==> src/rtl/flit_rx_fifo.sv <==
// Router input-port flit FIFO with a one-flit-at-a-time RTS/CTS handshake
// toward the upstream arbiter and a five-way pop from the output arbiters.
module flit_rx_fifo #(
    parameter int DATA_WIDTH = 32,
    parameter int DEPTH      = 4
) (
    input  logic                  clk,
    input  logic                  rst,
    input  logic                  DRTS,
    input  logic [DATA_WIDTH-1:0] RX,
    output logic                  CTS,
    input  logic                  read_en_N,
    input  logic                  read_en_E,
    input  logic                  read_en_W,
    input  logic                  read_en_S,
    input  logic                  read_en_L,
    output logic [DATA_WIDTH-1:0] Data_out,
    output logic                  empty_out,
    output logic                  full_out
);

    localparam int PTR_W = (DEPTH > 1) ? $clog2(DEPTH) : 1;
    localparam int CNT_W = PTR_W + 1;

    logic                  cts_q;
    logic                  cts_d;
    logic [PTR_W-1:0]      wr_ptr_q;
    logic [PTR_W-1:0]      wr_ptr_d;
    logic [PTR_W-1:0]      rd_ptr_q;
    logic [PTR_W-1:0]      rd_ptr_d;
    logic [CNT_W-1:0]      count_q;
    logic [CNT_W-1:0]      count_d;
    logic [DATA_WIDTH-1:0] mem_q [0:DEPTH-1];

    logic                  empty_s;
    logic                  full_s;
    logic                  pop_req_s;
    logic                  do_pop_s;
    logic                  do_write_s;

    // Occupancy decode, pop qualification and write qualification.
    always_comb begin
        empty_s    = (count_q == {CNT_W{1'b0}});
        full_s     = (count_q == CNT_W'(DEPTH));
        pop_req_s  = read_en_N | read_en_E | read_en_W | read_en_S | read_en_L;
        do_pop_s   = pop_req_s & ~empty_s;
        // A write at full is a protocol error and is dropped rather than overwriting the head.
        do_write_s = cts_q & DRTS & ~full_s;
    end

    // Next-state computation for handshake, pointers and occupancy.
    always_comb begin
        cts_d    = 1'b0;
        wr_ptr_d = wr_ptr_q;
        rd_ptr_d = rd_ptr_q;
        count_d  = count_q;

        // Full is sampled before any same-cycle pop, so a pop never grants CTS early.
        if (DRTS && !cts_q && !full_s) begin
            cts_d = 1'b1;
        end else begin
            cts_d = 1'b0;
        end

        if (do_write_s) begin
            wr_ptr_d = wr_ptr_q + PTR_W'(1);
        end else begin
            wr_ptr_d = wr_ptr_q;
        end

        if (do_pop_s) begin
            rd_ptr_d = rd_ptr_q + PTR_W'(1);
        end else begin
            rd_ptr_d = rd_ptr_q;
        end

        case ({do_write_s, do_pop_s})
            2'b10:   count_d = count_q + CNT_W'(1);
            2'b01:   count_d = count_q - CNT_W'(1);
            default: count_d = count_q;
        endcase
    end

    // Control state registers with asynchronous reset.
    always_ff @(posedge clk or posedge rst) begin
        if (rst) begin
            cts_q    <= 1'b0;
            wr_ptr_q <= {PTR_W{1'b0}};
            rd_ptr_q <= {PTR_W{1'b0}};
            count_q  <= {CNT_W{1'b0}};
        end else begin
            cts_q    <= cts_d;
            wr_ptr_q <= wr_ptr_d;
            rd_ptr_q <= rd_ptr_d;
            count_q  <= count_d;
        end
    end

    // Flit storage; contents are don't-care until written, so no reset.
    always_ff @(posedge clk) begin
        if (do_write_s && !rst) begin
            mem_q[wr_ptr_q] <= RX;
        end
    end

    assign CTS       = cts_q;
    assign Data_out  = mem_q[rd_ptr_q];
    assign empty_out = empty_s;
    assign full_out  = full_s;

endmodule
==> config.mk <==
export PLATFORM = sky130hd
export DESIGN_NAME = flit_rx_fifo
export DESIGN_NICKNAME = d
export VERILOG_FILES = /design/src/rtl/flit_rx_fifo.sv
export SDC_FILE = /design/constraint.sdc
export NUM_CORES = 1
export LEC_CHECK = 0
export ABC_AREA = 1
export CAP_MARGIN = 20
export CELL_PAD_IN_SITES_DETAIL_PLACEMENT = 2
export CELL_PAD_IN_SITES_GLOBAL_PLACEMENT = 2
export CORE_MARGIN = 1
export CORE_UTILIZATION = 40
export CTS_BUF_LIST = sky130_fd_sc_hd__clkbuf_16
export DETAILED_ROUTE_END_ITERATION = 7
export PLACE_DENSITY = 0.9
export SLEW_MARGIN = 20
export SYNTH_ARGS = -nofsm -noshare
export SYNTH_HDL_FRONTEND = slang
export SYNTH_SLANG_ARGS = --single-unit
==> constraint.sdc <==
create_clock -name clk -period 7.1 [get_ports clk]
set_input_delay 0.71 -clock clk [delete_from_list [all_inputs] [get_ports clk]]
set_output_delay 0.71 -clock clk [all_outputs]
set_load 0.03 [all_outputs]
==> results.md <==
* Pin count of the biggest net entering global routing at 68
* Comb power frac at 37.0%
* Synth cell types at 19
* Max-slew headroom at 41.2%
* Leakage at 2.31 nW
* Sw Ratio at 38.1%
* MaxCap Viol Count at 0
* Post-Syn Area per Cell at 13.9 sq um
* XOR/XNOR Fraction of Synth Area at 0.166%
* Port bufs at 74
* Crit path max fanout at 67
* Fmax at 0.236 GHz
* Ys Warns at 0
* Post-synthesis register bit count at 136
* Setup Viol. Count Final at 0
* Outcome: finished, final reports clean
* Mux cell area share after synthesis at 0%
* Crit path time final at 4240 ps
* Clock power share at 27.7%
* CTS tree: yes
* Synth Cell Area at 5280 sq um
* Wire per inst at 22.2 um
* Setup crit start kind: register
* Data arrival, critical path at 3530 ps
* RSZ-0062 raised after global routing: no
* Gpl congestion at 0.685
* Period utilisation layout at 59.7%
* Iter 0 DRT Violations at 186
* Post-CTS sizing at 0
* Ant. Diodes at 0
* Die area at 13700 sq um
* Total CTS buffers at 17
* Power per cell area at 440 nW/um^2
* Placed cell area at 6110 sq um
* Io pins at 75
* Final instance count without filler cells at 641
* Worst vdd ir at 0.190 mV
* Compound-Gate Fraction of Synth Area at 9.95%
* Post-CTS setup buffer count at 0
* Layout cells sized above 1 at 7.68%
* H-tree Lvls at 4
* WS Path Type: register to output port
* # DRC at 0
* Post-DR vias/cell at 5.31
* Hold Crit Class: register to register
* Starting Density at 41.5%
* Nets at 502
* Hold buffers post-CTS at 0
* Core area at 12700 sq um
* Largest family of logic cells by synthesized area: compound AO/OA/AOI/OAI gates
* Synthesized Nets at 425
* Worst setup EP type: output port
* Die Wd at 117 um
* Worst slew pin tran at 880 ps
* Vias at 3405
* GRT Overall Usage at 22.8%
* Initial antenna violation count at 0
* Clk_lat worst skew at 420 ps
* P&R area growth vs syn at 28.2%
* Final WL at 14300 um
* Setup Skew at 6.39 ps
* Worst setup margin at 2860 ps
* Hold Vio Cnt, Final at 0
* First drt pass iteration count at 4
* Post-DP HPWL at 8170 um
* Die Span Y at 117 um
* Clock slew at reported path FFs at 60 ps
* Slowest CP cell: dfrtp_4
* CTS root buf: clkbuf_16
* Pre-CTS setup slack at 3130 ps
* WP buf/inv at 2
* Post-synthesis simple-gate area fraction at 7.47%
* Largest stage delay on the critical path at 900 ps
* # clock sinks at 136
* Setup TNS at 0 ps
* Total internal power at 1.84 mW
* Final Util at 53.2%
* Net load switching power at 1.14 mW
* Longest Clk Path Bufs at 2
* Syn Inst Count at 379
* Finished Cell Area at 6770 sq um
* Worst path required time at 6390 ps
* Post-route ant nets at 0
* Pins Over Slew Limit at 0
* Register area share after synthesis at 76.6%
* GRT Residual Overflow at 0
* Hold WS at 546 ps
* Cell family with most CP delay: buffers and inverters
* Row cnt at 41
* Post-Synth Adder-Cell Area at 1.56%
* Post-placement cell count at 605
* Overall Power at 2.98 mW
* Vias in the first global route at 3944
* CP cell instances: clkinv_2, o21ai_0, o22ai_1, clkdlybuf4s50_1
* Sequential share of power at 35.3%
* First-pass GRT wire length at 21900 um
==> power groups by stage <==
| stage | sequential [mW] | combinational (mW) | clock, mW |
|---|---|---|---|
| floorplan | 0.977 | 0.753 | 0 |
| global placement | 1.05 | 1.03 | 0 |
| detailed placement | 1.07 | 1.08 | 0 |
| CTS | 1.05 | 1.10 | 0.842 |
| global route | 1.06 | 1.18 | 0.866 |
| finish | 1.05 | 1.10 | 0.825 |
==> path summary, 6_finish.rpt <==
kind / depth (start not counted) / from / slack (ps) / endpoint
max: 4 / rd_ptr_q[0] / 2860 / Data_out[21]
min: 2 / count_q[2] / 550 / count_q[2]
max reg2reg: 5 / count_q[0] / 4650 / mem_q[0][0]
min reg2reg: 2 / count_q[2] / 550 / count_q[2]
max in group asynchronous: 2 / rst / 6210 / rd_ptr_q[0]
min in group asynchronous: 2 / rst / 580 / rd_ptr_q[0]
==> placed cells by master, fill, tap and decap left out <==
master and instances:
clkbuf_16 17, buf_12 1, dfrtp_1 6, o21ai_1 18, inv_1 22, clkinv_2 3
edfxtp_1 128, bufinv_16 2, nand4_1 4, dfrtp_2 1, nand2_1 18, clkinv_1 3
buf_16 3, nor2_4 4, nor2_1 67, fa_1 1, ha_1 5, o22ai_1 32
clkdlybuf4s50_1 74, nand3_1 7, clkinvlp_4 3, xnor2_1 1, dfrtp_4 1, inv_2 1
o21ai_0 47
==> layer usage <==
layer,part of all wire (%),vias to the layer above,global-route usage (%),wire length (um)
met5,0,-,0,0
met4,1.6,0,10.1,221
met3,3.3,20,4.99,467
met2,53,77,40.4,7600
met1,42,1754,26.6,5970
li1,-,1554,-,-
==> worst register-to-register path, delay by kind of cell (launching register included) <==
family | cells | cell delay [ps]
DFF | 1 | 390
buffers and inverters | 2 | 360
and+or+nand+nor | 3 | 1400
==> synthesized netlist by cell type <==
cell	instances	area, sq um
o21ai_1	18	90.1
nand4_1	4	25.0
buf_4	4	30.0
dfrtp_1	8	200
nor2_1	71	267
edfxtp_1	128	3840
nand3_1	7	35.0
buf_6	7	78.8
inv_2	2	7.51
xnor2_1	1	8.76
o22ai_1	32	200
ha_1	5	62.6
clkbuf_1	1	3.75
o21ai_0	47	235
clkbuf_2	2	10.0
nand2_1	18	67.6
buf_2	6	30.0
fa_1	1	20.0
inv_1	17	63.8
==> cells by family (layout without fill, tap and decap cells) <==
kind of cell    count (synthesis)  count (layout)
compound gates                 97              97
xor+xnor                        1               1
fa+ha+maj                       6               6
buf+inv                        39             129
flops                         136             136
simple gates                  100             100
==> flip-flops by register name, indices dropped and copies added (netlist names) <==
| signal | count |
|---|---|
| count_q | 3 |
| rd_ptr_q | 2 |
| CTS | 1 |
| wr_ptr_q | 2 |
| mem_q | 128 |
==> area by class of cell <==
class / count / area, sq um
well taps: 172 / 215
fillers: 1206 / 5950
inverters: 19 / 72.6
multi-input cells: 204 / 1040
clock inverters: 15 / 123
flip-flops and latches: 136 / 4050
repair buffers: 78 / 843
clock buffers: 17 / 425
No activity file was read; power rests on OpenSTA's default activity.
